**src/rtl/lsu_mem_port_if.sv**
```systemverilog
// Request/response and memory-side signals of the load/store unit.
// The slave modport is the LSU; the master modport is the execute stage plus memory.
interface lsu_mem_port_if #(
    parameter int ADDR_W = 32,
    parameter int DATA_W = 32
);
    logic              req_valid;
    logic              req_ready;
    logic              req_we;
    logic [2:0]        req_funct3;
    logic [ADDR_W-1:0] req_addr;
    logic [DATA_W-1:0] req_wdata;
    logic              resp_valid;
    logic [DATA_W-1:0] resp_rdata;
    logic              resp_err;
    logic              mem_we;
    logic [ADDR_W-1:0] mem_addr;
    logic [DATA_W-1:0] mem_wdata;
    logic [DATA_W-1:0] mem_rdata;

    modport slave (
        input  req_valid, req_we, req_funct3, req_addr, req_wdata, mem_rdata,
        output req_ready, resp_valid, resp_rdata, resp_err, mem_we, mem_addr, mem_wdata
    );

    modport master (
        output req_valid, req_we, req_funct3, req_addr, req_wdata, mem_rdata,
        input  req_ready, resp_valid, resp_rdata, resp_err, mem_we, mem_addr, mem_wdata
    );
endinterface

```
**src/rtl/lsu_mem_port.sv**
```systemverilog
// Load/store unit in front of a word-wide memory: sub-word stores by read-modify-write,
// sign/zero-extended loads. Define LSU_MISALIGN_CHECK_EN to reject misaligned H/W accesses.
module lsu_mem_port #(
    parameter int ADDR_W = 32,
    parameter int DATA_W = 32
) (
    input logic          clk,
    input logic          rst,
    lsu_mem_port_if.slave bus
);
    typedef enum logic [1:0] {IDLE, ACCESS, WRITE, RESP} state_t;

    state_t            state, state_nxt;
    logic              we_q;
    logic [2:0]        f3_q;
    logic [ADDR_W-1:0] addr_q;
    logic [DATA_W-1:0] wdata_q;
    logic [DATA_W-1:0] merge_q;
    logic [DATA_W-1:0] rdata_q;
    logic              err_q;

    logic              req_illegal;
    logic [7:0]        lane_b;
    logic [15:0]       lane_h;
    logic [DATA_W-1:0] load_ext;
    logic [DATA_W-1:0] merged;
    logic              is_sw;

    assign is_sw = we_q && (f3_q == 3'b010);

    always_comb begin
        req_illegal = 1'b0;
        case (bus.req_funct3)
            3'b011, 3'b110, 3'b111: req_illegal = 1'b1;
            3'b100, 3'b101:         req_illegal = bus.req_we;
            default:                req_illegal = 1'b0;
        endcase
`ifdef LSU_MISALIGN_CHECK_EN
        if (bus.req_funct3[1:0] == 2'b01 && bus.req_addr[0])
            req_illegal = 1'b1;
        if (bus.req_funct3 == 3'b010 && bus.req_addr[1:0] != 2'b00)
            req_illegal = 1'b1;
`endif
    end

    // Lane selection uses only the low address bits, so H/W ignore misaligned bits naturally.
    always_comb begin
        lane_b = bus.mem_rdata[{addr_q[1:0], 3'b000} +: 8];
        lane_h = bus.mem_rdata[{addr_q[1], 4'b0000} +: 16];
        case (f3_q)
            3'b000:  load_ext = {{(DATA_W-8){lane_b[7]}}, lane_b};
            3'b100:  load_ext = {{(DATA_W-8){1'b0}}, lane_b};
            3'b001:  load_ext = {{(DATA_W-16){lane_h[15]}}, lane_h};
            3'b101:  load_ext = {{(DATA_W-16){1'b0}}, lane_h};
            default: load_ext = bus.mem_rdata;
        endcase
    end

    always_comb begin
        merged = bus.mem_rdata;
        if (f3_q[0])
            merged[{addr_q[1], 4'b0000} +: 16] = wdata_q[15:0];
        else
            merged[{addr_q[1:0], 3'b000} +: 8] = wdata_q[7:0];
    end

    // NOTE: every output gets a default before the case so no path can infer a latch.
    always_comb begin
        state_nxt     = state;
        bus.req_ready = 1'b0;
        bus.resp_valid = 1'b0;
        bus.mem_we    = 1'b0;
        bus.mem_addr  = '0;
        bus.mem_wdata = '0;
        case (state)
            IDLE: begin
                bus.req_ready = 1'b1;
                if (bus.req_valid)
                    state_nxt = req_illegal ? RESP : ACCESS;
            end
            ACCESS: begin
                bus.mem_addr = {addr_q[ADDR_W-1:2], 2'b00};
                if (is_sw) begin
                    bus.mem_we    = 1'b1;
                    bus.mem_wdata = wdata_q;
                    state_nxt     = RESP;
                end else begin
                    state_nxt = we_q ? WRITE : RESP;
                end
            end
            WRITE: begin
                bus.mem_addr  = {addr_q[ADDR_W-1:2], 2'b00};
                bus.mem_we    = 1'b1;
                bus.mem_wdata = merge_q;
                state_nxt     = RESP;
            end
            RESP: begin
                bus.resp_valid = 1'b1;
                state_nxt      = IDLE;
            end
        endcase
    end

    // NOTE: sequential state uses non-blocking assignments so all registers update together.
    always_ff @(posedge clk or posedge rst) begin
        if (rst) begin
            state   <= IDLE;
            we_q    <= 1'b0;
            f3_q    <= 3'b000;
            addr_q  <= '0;
            wdata_q <= '0;
            merge_q <= '0;
            rdata_q <= '0;
            err_q   <= 1'b0;
        end else begin
            state <= state_nxt;
            case (state)
                IDLE: if (bus.req_valid) begin
                    we_q    <= bus.req_we;
                    f3_q    <= bus.req_funct3;
                    addr_q  <= bus.req_addr;
                    wdata_q <= bus.req_wdata;
                    if (req_illegal) begin
                        rdata_q <= '0;
                        err_q   <= 1'b1;
                    end
                end
                ACCESS: begin
                    rdata_q <= we_q ? '0 : load_ext;
                    err_q   <= 1'b0;
                    if (we_q)
                        merge_q <= merged;
                end
                default: ;
            endcase
        end
    end

    assign bus.resp_rdata = rdata_q;
    assign bus.resp_err   = err_q;
endmodule

```
**src/flat_wrapper.sv**
```systemverilog
// flat-port wrapper written by rule: the top's interface ports become plain ports
module lsu_mem_port_flat 
#(
    parameter int ADDR_W = 32,
    parameter int DATA_W = 32
)
  (clk, rst, bus_req_valid, bus_req_we, bus_req_funct3, bus_req_addr, bus_req_wdata, bus_mem_rdata, bus_req_ready, bus_resp_valid, bus_resp_rdata, bus_resp_err, bus_mem_we, bus_mem_addr, bus_mem_wdata);
  lsu_mem_port_if #(.ADDR_W(ADDR_W), .DATA_W(DATA_W)) bus_i ();
  input logic clk;
  input logic rst;
  input wire logic [$bits(bus_i.req_valid)-1:0] bus_req_valid;
  input wire logic [$bits(bus_i.req_we)-1:0] bus_req_we;
  input wire logic [$bits(bus_i.req_funct3)-1:0] bus_req_funct3;
  input wire logic [$bits(bus_i.req_addr)-1:0] bus_req_addr;
  input wire logic [$bits(bus_i.req_wdata)-1:0] bus_req_wdata;
  input wire logic [$bits(bus_i.mem_rdata)-1:0] bus_mem_rdata;
  output wire logic [$bits(bus_i.req_ready)-1:0] bus_req_ready;
  output wire logic [$bits(bus_i.resp_valid)-1:0] bus_resp_valid;
  output wire logic [$bits(bus_i.resp_rdata)-1:0] bus_resp_rdata;
  output wire logic [$bits(bus_i.resp_err)-1:0] bus_resp_err;
  output wire logic [$bits(bus_i.mem_we)-1:0] bus_mem_we;
  output wire logic [$bits(bus_i.mem_addr)-1:0] bus_mem_addr;
  output wire logic [$bits(bus_i.mem_wdata)-1:0] bus_mem_wdata;
  assign bus_i.req_valid = bus_req_valid;
  assign bus_i.req_we = bus_req_we;
  assign bus_i.req_funct3 = bus_req_funct3;
  assign bus_i.req_addr = bus_req_addr;
  assign bus_i.req_wdata = bus_req_wdata;
  assign bus_i.mem_rdata = bus_mem_rdata;
  assign bus_req_ready = bus_i.req_ready;
  assign bus_resp_valid = bus_i.resp_valid;
  assign bus_resp_rdata = bus_i.resp_rdata;
  assign bus_resp_err = bus_i.resp_err;
  assign bus_mem_we = bus_i.mem_we;
  assign bus_mem_addr = bus_i.mem_addr;
  assign bus_mem_wdata = bus_i.mem_wdata;
  lsu_mem_port #(.ADDR_W(ADDR_W), .DATA_W(DATA_W)) u_core (.clk(clk), .rst(rst), .bus(bus_i));
endmodule
```
**config.mk**
```make
export PLATFORM = sky130hd
export DESIGN_NAME = lsu_mem_port_flat
export DESIGN_NICKNAME = d
export VERILOG_FILES = /design/src/rtl/lsu_mem_port_if.sv /design/src/rtl/lsu_mem_port.sv /design/src/flat_wrapper.sv
export SDC_FILE = /design/constraint.sdc
export NUM_CORES = 1
export LEC_CHECK = 0
export CAP_MARGIN = 30
export CORE_ASPECT_RATIO = 0.9
export CORE_MARGIN = 2
export CORE_UTILIZATION = 30
export DETAILED_ROUTE_END_ITERATION = 12
export PLACE_DENSITY = 0.55
export SLEW_MARGIN = 30
export SYNTH_ARGS = -nofsm -noshare
export SYNTH_HDL_FRONTEND = slang
export SYNTH_SLANG_ARGS = --single-unit
```
**constraint.sdc**
```tcl
create_clock -name clk -period 5.48 [get_ports clk]
set_input_delay 0.822 -clock clk [delete_from_list [all_inputs] [get_ports clk]]
set_output_delay 0.822 -clock clk [all_outputs]
set_load 0.05 [all_outputs]
```
---- Word level (Yosys, flattened, before mapping) ----
Index checks and enable logic that the tools add are counted.
storage, ports and cells
  register bits after elaboration ......... 135
  input bits .............................. 103
  output and inout bits ................... 100
  logic and storage cells ................. 64
operators by class
  $add $sub $neg .......................... 2
  equal/unequal tests ..................... 14
  shift-type cells ........................ 6
  multiplexer cells ....................... 24
  reductions and logical operators ........ 10
operators with widths
  cell                                                                      number
  32-bit 2-to-1 mux                                                         6
  32-bit case mux with 2 select lines                                       2
  32-bit case mux with 4 select lines                                       1
  32-bit bitwise mux                                                        2
  16-bit by 7-bit variable shift with 32-bit output (first input constant)  1
  8-bit by 7-bit variable shift with 32-bit output (first input constant)   1
  16-bit by 7-bit indexed part select with 32-bit output                    1
  32-bit by 6-bit indexed part select with 16-bit output                    1
  32-bit by 6-bit indexed part select with 8-bit output                     1
  8-bit by 7-bit indexed part select with 32-bit output                     1
  3-bit equality test (second input constant)                               6
  5-bit negator with 7-bit output                                           2
  2-bit case mux with 4 select lines                                        1
  3-bit by 2-bit equality test with 1-bit output (second input constant)    2
  1-bit 2-to-1 mux                                                          6
  2-bit 2-to-1 mux                                                          3
  1-bit case mux with 2 select lines                                        3
  2-bit equality test (second input constant)                               2
  2-bit AND reduction                                                       2
  2-bit OR reduction                                                        2
  3-bit by 1-bit equality test with 1-bit output (second input constant)    1
  3-bit logical NOT                                                         1
  3-bit AND reduction                                                       1
  3-bit OR reduction                                                        1
  6 further kinds                                                           6

---- Longest topological paths before layout ----
Gate-level depths: netlist of run 1.
  word-level depth ........................ 6
  mapped depth ............................ 9
  mapped depth without buffers ............ 6

---- Worst setup path before layout of run 1 ----
OpenSTA, ideal clock, no wires.
  path type ............................... reg2out
  from .................................... register u_core.state[1]
  to ...................................... output bus_mem_wdata[19]
  arrival ................................. 2.125 ns
  required time ........................... 4.658 ns
  path slack .............................. 2.533 ns
  cell stages (with the launch flop) ...... 8
  buffers on the path ..................... 1
  cell sequence ........................... dfrtp_1 inv_1 ha_1 nand2_1 nor4_4 buf_2 a22oi_1 nor2b_1
on the way
  cells in the longest elaborated chain, start to end .. 2
  elaborated cells on any way between the ends .. 3
  classes of those cells .................. 2 x eq/ne; 1 x mux
ends and longest elaborated chain
  item                                                                                   RTL line             source
  start, declared                                                                        lsu_mem_port.sv:13   state_t state, state_nxt;
  start signal, assigned                                                                 lsu_mem_port.sv:116  state <= state_nxt;
  2-bit equality test or 2-bit by 1-bit equality test with 1-bit output (tied branches)  lsu_mem_port.sv:75   case (state)
  32-bit case mux with 2 select lines *                                                  lsu_mem_port.sv:75
  end, declared                                                                          flat_wrapper.sv:23   output wire logic [$bits(bus_i.mem_wdata)-1:0] bus_mem_wdata;
Every way passes the cells marked *; elsewhere a longest branch is shown, timed or not.

---- Worst setup path after layout of run 1 ----
  from .................................... register u_core.state[1]
  to ...................................... output bus_mem_wdata[23]
The elaborated chain is that of the path after synthesis.

==> out/metrics.cfg, run 1 <==
[status]
status = complete, no violations

[clocking]
clock_latency_ns = 0.43
ctsHoldBuffers = 0
cts-resized-gates = 0
numCtsBuffers = 17
clkTransAtPathRegs_ns = 0.06
cts_tree = done
post_cts_buffers = 0
cts.sinks = 135
clockBufferDepth = 2
cts-root-buf = clkbuf_16
htree_levels = 4

[routing]
wl_per_cell_um = 20.9
vias = 6305
routed_wl_mm = 25.0
drtIter0Drc = 549
firstDrtPassIters = 5
post_drt_via_cell_ratio = 5.26
drtAntennaViolNets = 0
drc = 0

[grt]
grt_busiest_layer = met2
antenna_found_initial = 0
grt_overflow_total = 0
grt_pass1_wl_mm = 38.4
grt_usage = 0.194
grt_max_degree = 70
grtUsageMet2 = 0.293
met3_usage = 0.0625
grt_pass1_vias = 6188
grtUsageMet1 = 0.267

[yosys]
synth_edf_count = 0
yosysTopAreaCellShare = 0.453
yosysTopAreaCell = dfrtp_1
synthArstFlopShare = 1.00
ys_seq_elements = 135
mappedNetlistArea_um2 = 7460
synth_area_leaders = dfrtp_1, mux2_2, mux2i_1, nor2b_1, a22oi_1
synth_flop_cell = dfrtp_1
yosys_warnings = 0
seq_area_frac_synth = 0.453
synth.distinct_cells = 50
syn_area_per_cell_um2 = 10.5
yosysMostFrequentCell = dfrtp_1
synthCells = 710
synth_common_cells = dfrtp_1, mux2_2, nand2_1

[critical_path]
critPathCaptureType = output pin
setup.worst_path.class = reg -> out
start_kind = register
cp-startpoint = u_core.state[1]
critPathMaxFanout = 33
r2r-start = u_core.addr_q[1]
worstPathRequired_ns = 4.66
cp.arrival_ns = 3.13

[floorplanning]
std_cell_rows = 54
die_y_um = 154
core_um2 = 24300
dieArea_um2 = 26100
start_util = 0.307
fp.dieW_um = 170
io-pin-count = 203

[timing]
grt_setup_unrepaired = false
max_freq_mhz = 253
period_needed_ns = 3.95
slew_headroom = 0.359
holdWs_ns = 0.477
finalWorstSetupSlack_ns = 1.53
period_share = 0.720
hold_viol = 0
finalSetupViolCount = 0
final.setup.tns_ns = 0
fin_worst_skew_ns = 0.00810
maxSlewViolCount = 0
worst_slew_pin_slew_ns = 0.962

[pwr]
power_density_nw_per_um2 = 708
ir_drop_uv = 461
p_leak_nw = 4.13

[layout]
syn2layout_area_growth_pct = 38.1
num_antenna_cells = 0
layout.nets = 989
fin_cells = 1198
drive_above_1_share = 0.151

[placed_design]
dpl.cell_count = 1166
gp_congestion = 0.855
dp_slack_ns = 1.97
dp_hpwl_mm = 17.5
io_buffers = 200

[hold_path]
hp-class = reg -> reg
worstHoldStart = u_core.bus.resp_rdata[27]

[flow_run]
drv_cap = 0

==> critical path, cell delays in order, from the launching register on <==
cell	delay (ns)
dfrtp_1	0.41
inv_1	0.11
ha_1	0.31
nand2_1	0.16
nor4_4	0.14
buf_4	0.41
a22oi_1	0.18
nor2b_1	0.15
clkdlybuf4s50_1	0.81
==> registers in the layout, summed over array words and instances (netlist names) <==
signal                 count
u_core.addr_q             32
u_core.f3_q                3
u_core.bus.resp_rdata     32
u_core.bus.resp_err        1
u_core.we_q                1
u_core.state               2
u_core.wdata_q            32
u_core.merge_q            32
==> power breakdown <==
part	leakage, nW	internal (mW)	switching, mW
Sequential	1.66	1.47	0.476
Clock	0.287	0.762	0.474
Combinational	2.18	1.59	2.52
==> stage by stage <==
stage / area [um2] / power [mW] / util
finish: 10300 / 7.29 / 0.423
global route: 10300 / 7.72 / 0.423
CTS: 10300 / 7.34 / 0.423
detailed placement: 9660 / 6.07 / 0.397
global placement: 9650 / 6.06 / 0.397
floorplan: 7460 / 4.79 / -
==> final cells by class <==
| type | instances | area [um2] |
|---|---|---|
| Tap cell | 308 | 385 |
| Fill cell | 2351 | 14000 |
| Timing Repair Buffer | 210 | 2090 |
| Clock buffer | 17 | 425 |
| Multi-Input combinational cell | 500 | 3760 |
| Inverter | 13 | 53.8 |
| Sequential cell | 135 | 3380 |
| Clock inverter | 15 | 205 |
==> logic make-up after synthesis <==
kind of cell / synth area share
other cells: 0.000503
fa+ha+maj: 0.0151
mux: 0.156
buf+inv: 0.0465
simple gates: 0.137
compound gates: 0.192
flops: 0.453
==> final timing paths <==
check / endpoint / cells past startpoint / slack [ns]
worst min-delay path: u_core.bus.resp_rdata[27] / 2 / 0.48
min in group asynchronous: u_core.addr_q[31] / 2 / 0.85
worst max-delay path: bus_mem_wdata[23] / 8 / 1.53
worst min register to register: u_core.bus.resp_rdata[27] / 2 / 0.48
max in group asynchronous: u_core.merge_q[5] / 3 / 3.73
worst max register to register: u_core.merge_q[27] / 6 / 2.57
==> cells in the final DEF, fill, tap and decap left out, drive strengths merged, types with 2 or more instances in the layout <==
cell type,count
mux2i,35
a32o,7
nand2b,17
nor2b,43
o211ai,4
a32oi,16
o221ai,24
dfrtp,135
o21a,7
nor3,2
or3,3
clkdlybuf4s50,200
a21oi,37
clkbuf,17
inv,12
buf,10
nor2,30
o32a,4
nand3,4
o22ai,6
bufinv,4
a22oi,32
nand2,57
conb,2
a22o,9
o31ai,8
a221o,9
clkinv,6
and2,31
clkinvlp,6
mux2,70
o21ai,24
ha,9
==> layer usage <==
| layer | wire (um) | part of all wire |
|---|---|---|
| met1 | 11300 | 0.45 |
| met2 | 11200 | 0.45 |
| met3 | 2160 | 0.086 |
| met4 | 350 | 0.014 |
| met5 | 0 | 0 |
(Power assumes the default switching activity.)
==> run 2, diff against run 1 <==
PLACE_DENSITY = 0.57   (was 0.55)
clock period = 3.56 ns   (was 5.48 ns; I/O delays follow)
==> run 2 against run 1 <==
Effect of this change:
- power grew 57%
- via count increased by 0.27%
- first-iteration DRC count decreased by 13%
==> out/metrics.cfg, run 2 (synthesis results as in run 1) <==
[critical_path]
cpPeakStageDelay_ns = 0.42  ; -0.39 ns
crit_slowest_cell = dfrtp_1
worstPathRequired_ns = 3.03  ; -1.63 ns
regToRegSetupSlack_ns = 1.27  ; -1.30 ns
critPathCaptureType = output pin
cp.arrival_ns = 2.52  ; -0.61 ns
critPathMaxFanout = 33  ; unchanged
start_kind = register
setup.worst_path.class = reg -> out
crit_chain = inv_1, ha_1, nand2_1, nor4_4, buf_4, a22oi_1, nor2b_1, buf_12

[timing]
fin_worst_skew_ns = 0.00748  ; -0.000620 ns
max_freq_mhz = 327
period_share = 0.859
grt_setup_unrepaired = false
holdWs_ns = 0.480  ; +0.00237 ns
maxSlewViolCount = 0  ; unchanged
hold_viol = 0  ; unchanged
finalSetupViolCount = 0  ; unchanged
slew_headroom = 0.395  ; +0.0363
period_needed_ns = 3.06
worst_slew_pin_slew_ns = 0.905  ; -0.0571 ns
finalWorstSetupSlack_ns = 0.503  ; -1.03 ns
final.setup.tns_ns = 0  ; unchanged

[placed_design]
dp_hpwl_mm = 17.6  ; +0.94%
gp_congestion = 0.844  ; -1.2%
dpl_cell_area_um2 = 9960  ; +3.1%
dpl.cell_count = 1170  ; +0.34%
dp_slack_ns = 0.950  ; -1.02 ns
io_buffers = 200  ; unchanged

[layout]
syn2layout_area_growth_pct = 42.1
layout.nets = 993  ; +0.40%
final_area_um2 = 10600  ; +2.9%
num_antenna_cells = 0  ; unchanged
final_common_cell = clkdlybuf4s50_1
fin_cells = 1202  ; +0.33%
final_cell_mix = clkdlybuf4s50_1, dfrtp_1, mux2_2
drive_above_1_share = 0.225  ; +0.0743
final_util = 0.436  ; +0.0124
fill_cells = 2315  ; -1.5%

[clocking]
cts-resized-gates = 0  ; unchanged
cts.sinks = 135  ; unchanged
post_cts_buffers = 0  ; unchanged
cts_tree = done
htree_levels = 4  ; unchanged
clkTransAtPathRegs_ns = 0.06  ; about the same
clock_latency_ns = 0.42  ; about the same
cts-root-buf = clkbuf_16
ctsHoldBuffers = 0  ; unchanged
numCtsBuffers = 17  ; unchanged
clockBufferDepth = 2  ; unchanged

[routing]
routed_wl_mm = 24.5  ; -2.1%
drtAntennaViolNets = 0  ; unchanged
drc = 0  ; unchanged
vias = 6322  ; +0.27%
drtIter0Drc = 478  ; -13%
post_drt_via_cell_ratio = 5.26  ; about the same
firstDrtPassIters = 5  ; unchanged
wl_per_cell_um = 20.4  ; -2.4%

[floorplanning]
core_um2 = 24300  ; unchanged
io-pin-count = 203  ; unchanged
fp.dieW_um = 170  ; unchanged
start_util = 0.307  ; unchanged
die_y_um = 154  ; unchanged
std_cell_rows = 54  ; unchanged
dieArea_um2 = 26100  ; unchanged

[grt]
grt_pass1_vias = 6419  ; +3.7%
antenna_found_initial = 2  ; +2
grt_overflow_total = 0  ; unchanged
grt_usage = 0.188  ; -0.00504
grt_pass1_wl_mm = 37.9  ; -1.3%
grt_max_degree = 65  ; -7.1%

[status]
status = complete, no violations

[pwr]
ir_drop_uv = 688  ; +49%
power_density_nw_per_um2 = 1080  ; +52%
p_leak_nw = 4.38  ; +6.0%
p_total_mw = 11.4  ; +57%

[hold_path]
hp-class = reg -> reg

[flow_run]
drv_cap = 0  ; unchanged

[run 2: report_power, final]
part	switching [mW]	internal (mW)
sequential	0.672	2.26
clock	0.690	1.22
combinational	3.99	2.59
[run 2: worst paths after layout]
| check | start | cells after the start | endpoint |
|---|---|---|---|
| max | u_core.state[1] | 8 | bus_mem_wdata[21] |
| min | u_core.bus.resp_rdata[22] | 2 | u_core.bus.resp_rdata[22] |
| max reg2reg | u_core.addr_q[1] | 5 | u_core.bus.resp_rdata[24] |
| min reg2reg | u_core.bus.resp_rdata[22] | 2 | u_core.bus.resp_rdata[22] |
| max in group asynchronous | rst | 3 | u_core.merge_q[21] |
| min in group asynchronous | rst | 2 | u_core.addr_q[17] |
[run 2: final cells by class]
type | instances | area (um2) | share of cell area
clock buffer | 20 | 467 | 0.0440
clock inverter | 12 | 174 | 0.0164
inverter | 13 | 52.6 | 0.00496
multi-input combinational | 500 | 3760 | 0.354
sequential | 135 | 3380 | 0.319
tap | 308 | 385 | 0.0364
timing repair buffer | 214 | 2390 | 0.225
[run 2: worst max-delay path: cells and delay by family, from the launching register on]
family                   cells  cell delay, ns
buffers and inverters        3            0.68
AND/OR/NAND/NOR              3            0.55
flip-flops                   1            0.42
adder cells (fa/ha/maj)      1            0.31
AO/OA/AOI/OAI                1            0.12
[run 2: routing by layer]
metal	global-route usage	vias up	wire, um
li1	-	2942	-
met1	0.252	3126	11200
met2	0.293	227	10900
met3	0.0695	23	2090
met4	0.0383	4	268
met5	0	-	21
==> run 3, diff against run 2 <==
CTS_CLUSTER_SIZE = 16   (was unset)
clock period = 2.52 ns   (was 3.56 ns; I/O delays follow)
==> run 3 against run 2 <==
Effect of this change:
- clock-buffer cell count rose by 4
- non-clock buffer count grew 22
- via count increased by 2.5%
- sequential power is 40% higher
- critical path type unchanged
- register-to-register slack got worse by 0.88 ns
- global-route usage up 0.70 points
- largest power group unchanged
==> out/metrics.cfg, run 3 (synthesis results as in run 1) <==
[critical_path]
cpPeakStageDelay_ns = 0.40  ; -0.02 ns
critPathCaptureType = output pin
setup.worst_path.class = reg -> out
r2r-start = u_core.state[0]
critPathMaxFanout = 9  ; -73%
regToRegEndpoint = u_core.bus.resp_rdata[25]
start_kind = register
regToRegSetupSlack_ns = 0.39  ; -0.88 ns
cp.arrival_ns = 2.13  ; -0.39 ns
worstPathRequired_ns = 2.14  ; -0.89 ns
crit_chain = inv_2, ha_4, nand2_4, nor4_4, buf_6, buf_12, a22oi_1, nor2b_1, buf_12
critPathMostFrequentCell = buf_12
crit_slowest_cell = dfrtp_1
reg2reg_depth = 5  ; unchanged

[flow_run]
drv_cap = 0  ; unchanged

[layout]
num_antenna_cells = 0  ; unchanged
syn2layout_area_growth_pct = 51.0
layout.nets = 1015  ; +2.2%
final_common_cell = clkdlybuf4s50_1
multi_input_area_um2 = 3840  ; +2.3%
drive_above_1_share = 0.270  ; +0.0451
final_util = 0.463  ; +0.0273
fill_cells = 2272  ; -1.9%
seqCellArea_um2 = 3380  ; unchanged
final_cell_mix = clkdlybuf4s50_1, dfrtp_1, buf_12

[timing]
holdWs_ns = 0.328  ; -0.152 ns
fin_worst_skew_ns = 0.00851  ; +0.00102 ns
hold_viol = 0  ; unchanged
maxSlewViolCount = 0  ; unchanged
slew_headroom = 0.397  ; +0.00204
worst_slew_pin_slew_ns = 0.902  ; -0.00305 ns
period_needed_ns = 2.51
finalWorstSetupSlack_ns = 0.0144  ; -0.489 ns
grt_setup_unrepaired = true
period_share = 0.994
max_freq_mhz = 399
finalSetupViolCount = 0  ; unchanged

[hold_path]
hp-class = in -> async

[routing]
drc = 0  ; unchanged
drtAntennaViolNets = 0  ; unchanged
wl_per_cell_um = 20.9  ; +2.7%
routed_wl_mm = 25.6  ; +4.5%
post_drt_via_cell_ratio = 5.30  ; +0.71%
vias = 6478  ; +2.5%
drtIter0Drc = 649  ; +36%
firstDrtPassIters = 5  ; unchanged

[pwr]
combPwrFrac = 0.627  ; +0.051
power.net_switching_mw = 7.87  ; +47%
intPower_mw = 9.49  ; +56%
p_clk_frac = 0.137  ; -0.031
p_sw_frac = 0.453  ; -0.0149
pwr-share-seq = 0.236  ; -0.020
ir_drop_uv = 1130  ; +64%
power_density_nw_per_um2 = 1540  ; +43%
p_leak_nw = 4.62  ; +5.6%

[floorplanning]
io-pin-count = 203  ; unchanged
dieArea_um2 = 26100  ; unchanged
start_util = 0.307  ; unchanged
die_y_um = 154  ; unchanged
fp.dieW_um = 170  ; unchanged
core_um2 = 24300  ; unchanged
std_cell_rows = 54  ; unchanged

[grt]
grt_usage = 0.195  ; +0.00696
grt_pass1_vias = 6505  ; +1.3%
antenna_found_initial = 1  ; -1
grt_pass1_wl_mm = 38.9  ; +2.8%
grt_max_degree = 64  ; -1.5%
grt_overflow_total = 0  ; unchanged

[clocking]
cts.sinks = 135  ; unchanged
clockBufferDepth = 2  ; unchanged
numCtsBuffers = 17  ; unchanged
clock_latency_ns = 0.42  ; about the same
ctsHoldBuffers = 0  ; unchanged
cts-root-buf = clkbuf_16
clkTransAtPathRegs_ns = 0.06  ; about the same
htree_levels = 4  ; unchanged
cts_tree = done

[placed_design]
dp_hpwl_mm = 18.3  ; +3.6%
gp_congestion = 0.857  ; +1.4%
dp_slack_ns = 0.134  ; -0.816 ns
io_buffers = 200  ; unchanged

[status]
status = complete, no violations

run 3: per-stage QoR:
step / TNS (ns) / instance area (um2) / total power [mW] / std cells
after floorplan: 0 / 7470 / 10.4 / 711
after global placement: 0 / 10500 / 14.8 / 1185
after detailed placement: 0 / 10500 / 14.8 / 1185
after CTS: -0.00845 / 11200 / 17.4 / 1221
after global routing: -1.71 / 11300 / 18.3 / 1223
final: 0 / 11300 / 17.4 / 1223
run 3: repair_timing:
action                                  in CTS  in global routing
endpoints found under the setup margin      32                 33
resized for setup                           23                 13
cloned                                       2                  1
setup buffers                                3                  1
run 3: how the worst max path moves through the flow:
stage / start / to / slack (ns) / depth (start not counted)
final: u_core.state[1] / bus_mem_wdata[19] / 0.01 / 9
after global routing: u_core.state[1] / bus_mem_wdata[28] / -0.10 / 9
after CTS: u_core.state[1] / bus_mem_wdata[5] / -0.005 / 9
after detailed placement: bus_req_funct3[2] / u_core.bus.resp_rdata[25] / 0.13 / 5
after global placement: bus_req_funct3[2] / u_core.bus.resp_rdata[26] / 0.13 / 5
after floorplan: u_core.state[1] / bus_mem_wdata[19] / 0.02 / 7
run 3: area by class of cell:
cell class | count | area share
Multi-Input combinational cell | 500 | 0.341
Clock inverter | 7 | 0.00633
Timing Repair Buffer | 236 | 0.271
Tap cell | 308 | 0.0342
Inverter | 13 | 0.00467
Sequential cell | 135 | 0.300
Clock buffer | 24 | 0.0428
run 3: worst max-delay path, delay by kind of cell, from the launching register on:
| family | cells | cell delay [ns] |
|---|---|---|
| AO/OA/AOI/OAI | 1 | 0.07 |
| buffers and inverters | 4 | 0.64 |
| AND/OR/NAND/NOR | 3 | 0.41 |
| adder cells (fa/ha/maj) | 1 | 0.15 |
| flip-flops | 1 | 0.40 |
run 3: power groups by stage:
| stage | Sequential, mW | Combinational (mW) | Clock, mW |
|---|---|---|---|
| 6_report | 4.09 | 10.9 | 2.38 |
| 5_1_grt | 4.20 | 11.6 | 2.51 |
| 4_1_cts | 4.07 | 10.9 | 2.44 |
| 3_5_place_dp | 4.09 | 10.7 | 0 |
| 3_3_place_gp | 4.08 | 10.7 | 0 |
| 2_1_floorplan | 4.26 | 6.16 | 0 |
run 3: metal layers:
metal  routed length [um]  share of wire  track usage  vias up
met5                    0              0            0        -
met4                  369          0.014       0.0537        0
met3                 2370          0.093       0.0700       25
met2                11700           0.46        0.305      282
met1                11100           0.43        0.256     3194
li1                     -              -            -     2977
